--- src/rtl/memory_decoder_pkg.sv ---
// Shared types and helpers for the burst address decoder: FSM state,
// bounded one-hot decode and next-address stepping.
package memory_decoder_pkg;

  typedef enum logic {
    IDLE  = 1'b0,
    ISSUE = 1'b1
  } state_e;

  // Upper bound on DEPTH; callers truncate the result to their own DEPTH.
  localparam int unsigned MAX_LINES = 256;

  function automatic logic [MAX_LINES-1:0] onehot(input logic [31:0] addr,
                                                  input int unsigned depth);
    logic [MAX_LINES-1:0] r;
    r = '0;
    for (int unsigned i = 0; i < MAX_LINES; i++) begin
      r[i] = (i == addr) && (i < depth);
    end
    return r;
  endfunction

  function automatic logic [31:0] next_addr(input logic [31:0] cur,
                                            input logic        wrap,
                                            input int unsigned depth,
                                            input int unsigned addr_w);
    logic [31:0] mask;
    mask = (addr_w >= 32) ? '1 : ((32'd1 << addr_w) - 32'd1);
    if (wrap && (cur == depth - 1)) begin
      return '0;
    end
    return (cur + 32'd1) & mask;
  endfunction

endpackage

--- src/rtl/onehot_line_decoder.sv ---
// Combinational binary-to-one-hot line decode; addresses at or beyond
// DEPTH produce no select and raise err_o.
module onehot_line_decoder
  import memory_decoder_pkg::*;
#(
  parameter int unsigned ADDR_W = 2,
  parameter int unsigned DEPTH  = 4
) (
  input  logic [ADDR_W-1:0] addr_i,
  output logic [DEPTH-1:0]  sel_o,
  output logic              err_o
);

  always_comb begin
    sel_o = DEPTH'(onehot(32'(addr_i), DEPTH));
    err_o = (32'(addr_i) >= DEPTH);
  end

endmodule

--- src/rtl/burst_address_decoder.sv ---
// Handshaked burst decoder: accepts start address + length, then emits one
// registered one-hot line select per beat with last/out-of-range flags.
module burst_address_decoder
  import memory_decoder_pkg::*;
#(
  parameter int unsigned ADDR_W = 2,
  parameter int unsigned DEPTH  = 4,
  parameter int unsigned LEN_W  = 3,
  parameter int unsigned WRAP   = 1
) (
  input  logic              clk,
  input  logic              reset_n,
  input  logic              in_valid,
  output logic              in_ready,
  input  logic [ADDR_W-1:0] in_address,
  input  logic [LEN_W-1:0]  in_len,
  output logic              out_valid,
  input  logic              out_ready,
  output logic [DEPTH-1:0]  out_address,
  output logic [ADDR_W-1:0] out_index,
  output logic              out_last,
  output logic              out_err,
  output logic              busy
);

  state_e              state_q;
  logic [ADDR_W-1:0]   cur_q;
  logic [LEN_W-1:0]    rem_q;
  logic [DEPTH-1:0]    sel_q;
  logic                valid_q;
  logic                last_q;
  logic                err_q;

  logic [ADDR_W-1:0]   step_addr;
  logic [ADDR_W-1:0]   cur_d;
  logic [DEPTH-1:0]    dec_sel;
  logic                dec_err;

  // One decoder serves both the burst start (IDLE) and the advance (ISSUE).
  always_comb begin
    step_addr = ADDR_W'(next_addr(32'(cur_q), WRAP != 0, DEPTH, ADDR_W));
    cur_d     = (state_q == IDLE) ? in_address : step_addr;
  end

  onehot_line_decoder #(
    .ADDR_W (ADDR_W),
    .DEPTH  (DEPTH)
  ) u_dec (
    .addr_i (cur_d),
    .sel_o  (dec_sel),
    .err_o  (dec_err)
  );

  always_ff @(posedge clk) begin
    if (!reset_n) begin
      state_q <= IDLE;
      cur_q   <= '0;
      rem_q   <= '0;
      sel_q   <= '0;
      valid_q <= 1'b0;
      last_q  <= 1'b0;
      err_q   <= 1'b0;
    end else begin
      case (state_q)
        IDLE: begin
          if (in_valid) begin
            state_q <= ISSUE;
            cur_q   <= cur_d;
            rem_q   <= in_len;
            sel_q   <= dec_sel;
            err_q   <= dec_err;
            last_q  <= (in_len == '0);
            valid_q <= 1'b1;
          end
        end
        ISSUE: begin
          if (out_ready) begin
            if (rem_q == '0) begin
              state_q <= IDLE;
              valid_q <= 1'b0;
              last_q  <= 1'b0;
              err_q   <= 1'b0;
            end else begin
              rem_q  <= rem_q - LEN_W'(1);
              cur_q  <= cur_d;
              sel_q  <= dec_sel;
              err_q  <= dec_err;
              last_q <= (rem_q == LEN_W'(1));
            end
          end
        end
        default: state_q <= IDLE;
      endcase
    end
  end

  assign in_ready    = reset_n && (state_q == IDLE);
  assign busy        = (state_q != IDLE);
  assign out_valid   = valid_q;
  assign out_address = sel_q;
  assign out_index   = cur_q;
  assign out_last    = last_q;
  assign out_err     = err_q;

endmodule

--- config.mk ---
export PLATFORM = sky130hd
export DESIGN_NAME = burst_address_decoder
export DESIGN_NICKNAME = d
export VERILOG_FILES = /design/src/rtl/memory_decoder_pkg.sv /design/src/rtl/onehot_line_decoder.sv /design/src/rtl/burst_address_decoder.sv
export SDC_FILE = /design/constraint.sdc
export NUM_CORES = 1
export LEC_CHECK = 0
export ABC_AREA = 1
export BUFFER_PORTS_ARGS = -buffer_cell sky130_fd_sc_hd__buf_2
export CAP_MARGIN = 40
export CELL_PAD_IN_SITES_DETAIL_PLACEMENT = 1
export CELL_PAD_IN_SITES_GLOBAL_PLACEMENT = 2
export CORE_MARGIN = 2
export CORE_UTILIZATION = 29
export DETAILED_ROUTE_END_ITERATION = 7
export GPL_TIMING_DRIVEN = 0
export PLACE_DENSITY = 0.81
export SYNTH_ARGS = -nofsm -noshare
export SYNTH_HDL_FRONTEND = slang
export SYNTH_SLANG_ARGS = --single-unit
--- constraint.sdc ---
create_clock -name clk -period 3.1 [get_ports clk]
set_input_delay 0 -clock clk [delete_from_list [all_inputs] [get_ports clk]]
set_output_delay 0 -clock clk [all_outputs]
set_load 0.01 [all_outputs]
==> out/qor_table.md, run 1 <==
| Metric | Reported | Unit |
|:---|:---|:---|
| Result of the run | completed | - |
| Die area | 2928 | sq um |
| Placeable core region | 2432 | sq um |
| Pwr/cell area | 487.8 | nW/um^2 |
| Count of input and output buffers | 18 | - |
| Initial detailed-routing violation count | 4 | - |
| Inserted Diodes | 0 | - |
| Post-CTS setup repair buffer count | 0 | - |
| Final setup vio count | 0 | - |
| Proportion of layout cells with a drive suffix above 1 | 29.27 | % |
| Total power consumption of the routed design | 428.4 | uW |
| Clock tree from TritonCTS | yes | - |
| Highest net fanout along the worst path | 10 | - |
| Wire length of the first global-routing pass | 2842 | um |
| Hold violation count in the final report | 0 | - |
| Final clock skew | 0.004250 | ns |
| Number of antenna violations at the first check in global routing | 0 | - |
| Total global routing overflow | 0 | - |
| Clock-pin slew of the registers on the worst-case setup and hold paths | 0.07 | ns |
| Final total negative setup slack | 0 | ns |
| Detailed-route wire length | 1589 | um |
| Gr usage total | 13.69 | % |
| Routed Antenna Nets | 0 | - |
| TritonCTS buffer count | 3 | - |
| Mean post-synth cell area | 7.139 | sq um |
| Max_cap viols | 0 | - |
| Post-synthesis sequential area ratio | 32.99 | % |
| Synthesis-to-finish area growth | 20.62 | % |
| Number of vias after detailed routing | 674 | - |
| Flops & latches, synth | 12 | - |
| Tightest Hold Check Type | input pin to register | - |
| Max-slew violations | 0 | - |
| Setup repair after global routing missed its margin | false | - |
| Core Rows | 18 | - |
| Die width | 54.11 | um |
| Final period util | 45.60 | % |
| Pin count of the biggest net entering global routing | 11 | - |
| Count of warnings emitted by yosys | 0 | - |
| P_leak | 0.0004653 | uW |
| Data arrival time of the worst path | 1.62 | ns |
| Category of the critical setup timing path | register to register | - |
| Post-CTS Hold Buffers | 0 | - |
| Post-layout net count | 138 | - |
| Starting density of the core | 29.94 | % |
| Clock insertion delay at the later pin of the skew report | 0.27 | ns |
| Number of clock sinks seen by CTS | 12 | - |
| Number of DRC violations after detailed routing | 0 | - |
| Die height | 54.11 | um |
| Hold Worst Slack | 0.01189 | ns |
| Via count of the first global-routing pass | 655 | - |
| CTS HTree Levels | 1 | - |
| Summed instance area of the synthesized netlist | 728.2 | sq um |
| Endpoint kind of the worst setup timing path | register | - |
| Startpoint type of the worst setup path | register | - |
| Number of standard cells in the final layout excluding fillers | 153 | - |
| Worst-case setup margin in the final layout | 1.686 | ns |
| DR pass1 iterations | 4 | - |
| Post-synthesis instance total | 102 | - |
| Number of placed I/O pins | 20 | - |
| Root buffer selected by CTS | clkbuf_4 | - |
| Mapped Nets | 115 | - |
| Peak supply drop | 0.0002795 | V |
| Placed Instances | 150 | - |
| Timing-limited maximum frequency | 707.3 | MHz |
| Maximum number of buffers from clock root to sink | 2 | - |
| Critical Path RT | 3.31 | ns |
| Average wire per cell in the routed design | 10.39 | um |
| Number of different library cells in the post-synthesis netlist | 20 | - |
| Via density | 4.405 | - |
| Placed wire-length estimate after detailed placement | 1309 | um |
| Final weighted congestion in routability-driven placement | 0.7762 | - |
| Dpl ws | 1.667 | ns |
| Min Tclk post-route | 1.414 | ns |
| PostCTS Resize Cnt | 0 | - |
-- cells in the mapped netlist --
cell type / number / share of area (%)
o21ai_0: 5 / 3.4
ha_1: 4 / 6.9
buf_6: 2 / 3.1
inv_4: 1 / 0.86
nand3_1: 5 / 3.4
nand2_2: 3 / 2.6
a21oi_1: 4 / 2.7
nand4_1: 1 / 0.86
buf_4: 1 / 1.0
or2_1: 1 / 0.86
dfxtp_1: 12 / 33
inv_1: 11 / 5.7
conb_1: 1 / 0.51
nand2_1: 22 / 11
a21boi_0: 2 / 2.1
inv_6: 1 / 1.2
nor3_1: 1 / 0.69
nand2_4: 6 / 9.3
nor2_1: 18 / 9.3
o21ai_2: 1 / 1.2
-- final timing paths --
check	startpoint	to	slack (ns)	cells after the start
hold reg to reg	rem_q[1]$_SDFFE_PN0P_	rem_q[1]$_SDFFE_PN0P_	0.49	2
setup reg to reg	rem_q[0]$_SDFFE_PN0P_	out_address[0]$_SDFFE_PN0P_	1.69	10
setup / recovery	rem_q[0]$_SDFFE_PN0P_	out_address[0]$_SDFFE_PN0P_	1.69	10
hold / removal	in_valid	busy$_SDFF_PN0_	0.01	3
-- final cells by class --
type | instances | area (sq um)
Multi-Input combinational cell | 74 | 401.6
Inverter | 13 | 56.30
Fill cell | 325 | 1554
Sequential cell | 12 | 240.2
Tap cell | 30 | 37.54
Timing Repair Buffer | 18 | 90.09
Buffer | 3 | 30.03
Clock buffer | 3 | 22.52
-- cell families (layout without fill, tap and decap cells) --
family	count (synthesis)	count (layout)	share of synthesized area, %
DFF	12	12	32.99
and+or+nand+nor	57	57	38.32
AOI/OAI and AO/OA	12	12	9.449
other	1	1	0.5150
buffers and inverters	16	37	11.86
adders and majority gates	4	4	6.873
-- state kept, by name (all words and copies together) (netlist names) --
name / cells
busy: 1
out_address: 4
out_index: 2
out_last: 1
out_valid: 1
rem_q: 3
-- routing by layer --
layer  wire (um)  share of wire, %  GRT usage [%]
met1         783                49          17.73
met2         718                45          21.95
met3          81               5.1          3.333
met4           6              0.38          5.000
met5           0                 0              0
-- worst max-delay path: stages (launching register included) --
cell and delay (ns):
dfxtp_1 0.34, inv_1 0.09, ha_1 0.15, inv_1 0.05
nor2_1 0.21, nand2_4 0.11, nand2_4 0.14, inv_4 0.06
nand2_4 0.06, nand2_2 0.05, nor2_1 0.09
-- power by group --
group | internal (uW) | switching, uW | total [uW] | leakage, uW
logic | 58.3 | 96.2 | 155 | 0.000353
clock network | 44.9 | 47.4 | 92.3 | 0.0000138
registers | 171 | 10.4 | 182 | 0.0000985
total | 274 | 154 | 428 | 0.000465
-- placed cells by master, fill, tap and decap left out --
cell type and n:
ha_1 4, dfxtp_1 12, a21boi_0 2, nor3_1 1, nand2_4 6, nand2_1 22, buf_2 18, nand3_1 5
inv_1 11, nand4_1 1, nor2_1 18, a21oi_1 4, inv_4 1, or2_1 1, clkbuf_4 3, buf_6 2
conb_1 1, o21ai_2 1, o21ai_0 5, buf_4 1, nand2_2 3, inv_6 1
-- through the flow --
step | utilization (%) | instance area (sq um)
after floorplan | - | 728.2
after global placement | 35.19 | 855.8
after detailed placement | 35.19 | 855.8
after CTS | 36.11 | 878.3
after global routing | 36.11 | 878.3
final | 36.11 | 878.3
Power figures use the tool's default switching activity.
==> inputs of run 2 (changes only) <==
CORE_UTILIZATION = 24   (was 29)
PLACE_DENSITY = 0.72   (was 0.81)
clock period = 1.1 ns   (was 3.1 ns; I/O delays follow)
==> run 2 against run 1 <==
  * The flow now finishes with violations (setup timing)
  * Sequential share of layout area down 3.7 points
  * Clock power rose to 2.9 times the previous value
  * Cell area up 21%
  * First-iteration DRC count rose to 2.5 times the previous value
  * Combinational power rose to 4.2 times the previous value
==> out/qor_table.md, run 2 (synthesis results as in run 1) <==
| Metric | Reported | Unit |
|:---|:---|:---|
| Bufs and invs on worst path | 2 | - |
| Slowest cell on the critical path | dfxtp_4 | - |
| Hold path startpoint | reset_n | - |
| Timing-limited maximum frequency | 835.6 | MHz |
| Gr usage total | 13.27 | % |
| Fraction of the core area covered by cells at the end of the flow | 37.59 | % |
| Number of antenna violations at the first check in global routing | 0 | - |
| Initial detailed-routing violation count | 10 | - |
| Min Tclk post-route | 1.197 | ns |
| TritonCTS buffer count | 3 | - |
| Result of the run | finished with violations | - |
| Terminus of the critical flop-to-flop path | rem_q[1]$_SDFFE_PN0P_ | - |
| Worst-case setup margin in the final layout | -0.09673 | ns |
| Commonest cells after routing, fill and taps aside | nand2_1 (19), buf_2 (18), nor2_1 (14) | - |
| CP delay by family, top | flip-flops | - |
| Synthesis-to-finish area growth | 46.05 | % |
| Placed Instances | 151 | - |
| Startpoint of the worst register-to-register path | rem_q[0]$_SDFFE_PN0P_ | - |
| Placeable core region | 2829 | sq um |
| Critical Path RT | 1.26 | ns |
| Max-slew violations | 0 | - |
| Count of input and output buffers | 18 | - |
| Violations in the final reports | setup timing | - |
| Category of the critical setup timing path | register to register | - |
| Endpoint kind of the worst setup timing path | register | - |
| Data arrival time of the worst path | 1.36 | ns |
| Root buffer selected by CTS | clkbuf_4 | - |
| Final weighted congestion in routability-driven placement | 0.7609 | - |
| Proportion of layout cells with a drive suffix above 1 | 50.76 | % |
| Final period util | 108.8 | % |
| Starting density of the core | 25.74 | % |
| DR pass1 iterations | 4 | - |
| Final total negative setup slack | -0.8512 | ns |
| Critical Path, Cell by Cell | inv_4 > ha_4 > inv_4 > nor2_4 > nand2_4 > nand2_4 > o21ai_0 > nor2_1 | - |
| Post-CTS Hold Buffers | 0 | - |
| Maximum cell stage delay along the critical path | 0.37 | ns |
| Depth of the worst register-to-register path | 8 | - |
| Inserted Diodes | 0 | - |
| Max_cap viols | 0 | - |
| Startpoint type of the worst setup path | register | - |
| Average wire per cell in the routed design | 12.50 | um |
| Maximum number of buffers from clock root to sink | 2 | - |
| Via density | 4.411 | - |
| Hold Path Sink | out_last$_SDFFE_PN0P_ | - |
| Setup repair after global routing missed its margin | true | - |
| Final setup vio count | 11 | - |
| Hold violation count in the final report | 0 | - |
| Number of standard cells in the final layout excluding fillers | 163 | - |
| Clock-pin slew of the registers on the worst-case setup and hold paths | 0.07 | ns |
| Number of DRC violations after detailed routing | 0 | - |
| Pin count of the biggest net entering global routing | 11 | - |
| Detailed-route wire length | 2037 | um |
| Cell depth of the worst min-delay path | 3 | - |
| Reg2reg setup slack | -0.1 | ns |
| CTS HTree Levels | 1 | - |
| Pwr/cell area | 1367 | nW/um^2 |
| Tightest Hold Check Type | input pin to register | - |
| Placed wire-length estimate after detailed placement | 1520 | um |
| Highest net fanout along the worst path | 6 | - |
| Number of placed I/O pins | 20 | - |
| Die height | 59.09 | um |
| Total power consumption of the routed design | 1454 | uW |
| Total global routing overflow | 0 | - |
| Final-layout fill cell count | 355 | - |
| Clock tree from TritonCTS | yes | - |
| P_leak | 0.0005113 | uW |
| Post-layout net count | 147 | - |
| Final clock skew | 0.002584 | ns |
| Routed Antenna Nets | 0 | - |
| Die area | 3491 | sq um |
| Number of flip-flops in the largest register | 4 | - |
| Dpl ws | -0.1909 | ns |
| Via count of the first global-routing pass | 787 | - |
| Clock insertion delay at the later pin of the skew report | 0.27 | ns |
| Wire length of the first global-routing pass | 3470 | um |
| Number of clock sinks seen by CTS | 12 | - |
| Peak supply drop | 0.0006685 | V |
| Core Rows | 19 | - |
| Number of vias after detailed routing | 719 | - |
| Most frequent standard cell in the layout excluding fill and tap cells | nand2_1 | - |
| Die width | 59.09 | um |
run 2: area by class of cell:
cell class / instances / area, sq um / area share [%]
multi-input cells: 75 / 500.5 / 47.06
flip-flops and latches: 12 / 251.5 / 23.65
repair buffers: 26 / 150.1 / 14.12
inverters: 13 / 66.31 / 6.235
well taps: 31 / 38.79 / 3.647
plain buffers: 3 / 33.78 / 3.176
clock buffers: 3 / 22.52 / 2.118
run 2: how the worst max path moves through the flow:
stage | startpoint | endpoint | slack (ns) | cells past startpoint
after floorplan | rem_q[1]$_SDFFE_PN0P_ | rem_q[1]$_SDFFE_PN0P_ | -0.04 | 9
after global placement | rem_q[1]$_SDFFE_PN0P_ | out_address[1]$_SDFFE_PN0P_ | -0.15 | 9
after detailed placement | rem_q[0]$_SDFFE_PN0P_ | out_index[0]$_SDFFE_PN0P_ | -0.19 | 9
after CTS | rem_q[0]$_SDFFE_PN0P_ | out_address[0]$_SDFFE_PN0P_ | -0.10 | 10
after global routing | rem_q[1]$_SDFFE_PN0P_ | out_address[3]$_SDFFE_PN0P_ | -0.18 | 9
final | rem_q[0]$_SDFFE_PN0P_ | rem_q[1]$_SDFFE_PN0P_ | -0.1 | 8
run 2: power by group:
part           leakage, uW  internal, uW  switching (uW)
Combinational     0.000397           288             369
Sequential        0.000101           488            39.8
Clock            0.0000138           127             142
run 2: what timing repair did:
action | CTS | global route
cloned | 1 | 0
pin swaps | 5 | 3
gates resized for setup | 8 | 13
endpoints found under the setup margin | 10 | 12
setup buffers | 6 | 2
run 2: tightest hold or removal path, stage by stage:
cell and delay [ns]:
buf_2 0.15, nand3_1 0.09, inv_1 0.03
run 2: metrics by stage:
stage / hold WS (ns) / instance area (sq um)
finish: 0.03856 / 1064
detailed placement: 0.3047 / 895.9
CTS: 0.02698 / 1015
global placement: 0.2968 / 895.9
global route: 0.04510 / 1064
floorplan: 0.1258 / 767.0
run 2: layer usage:
layer	vias to the layer above	GRT usage [%]	part of all wire, %
li1	376	-	-
met1	325	16.15	45
met2	18	23.81	51
met3	0	4.803	4.1
met4	0	0	0
met5	-	0	0
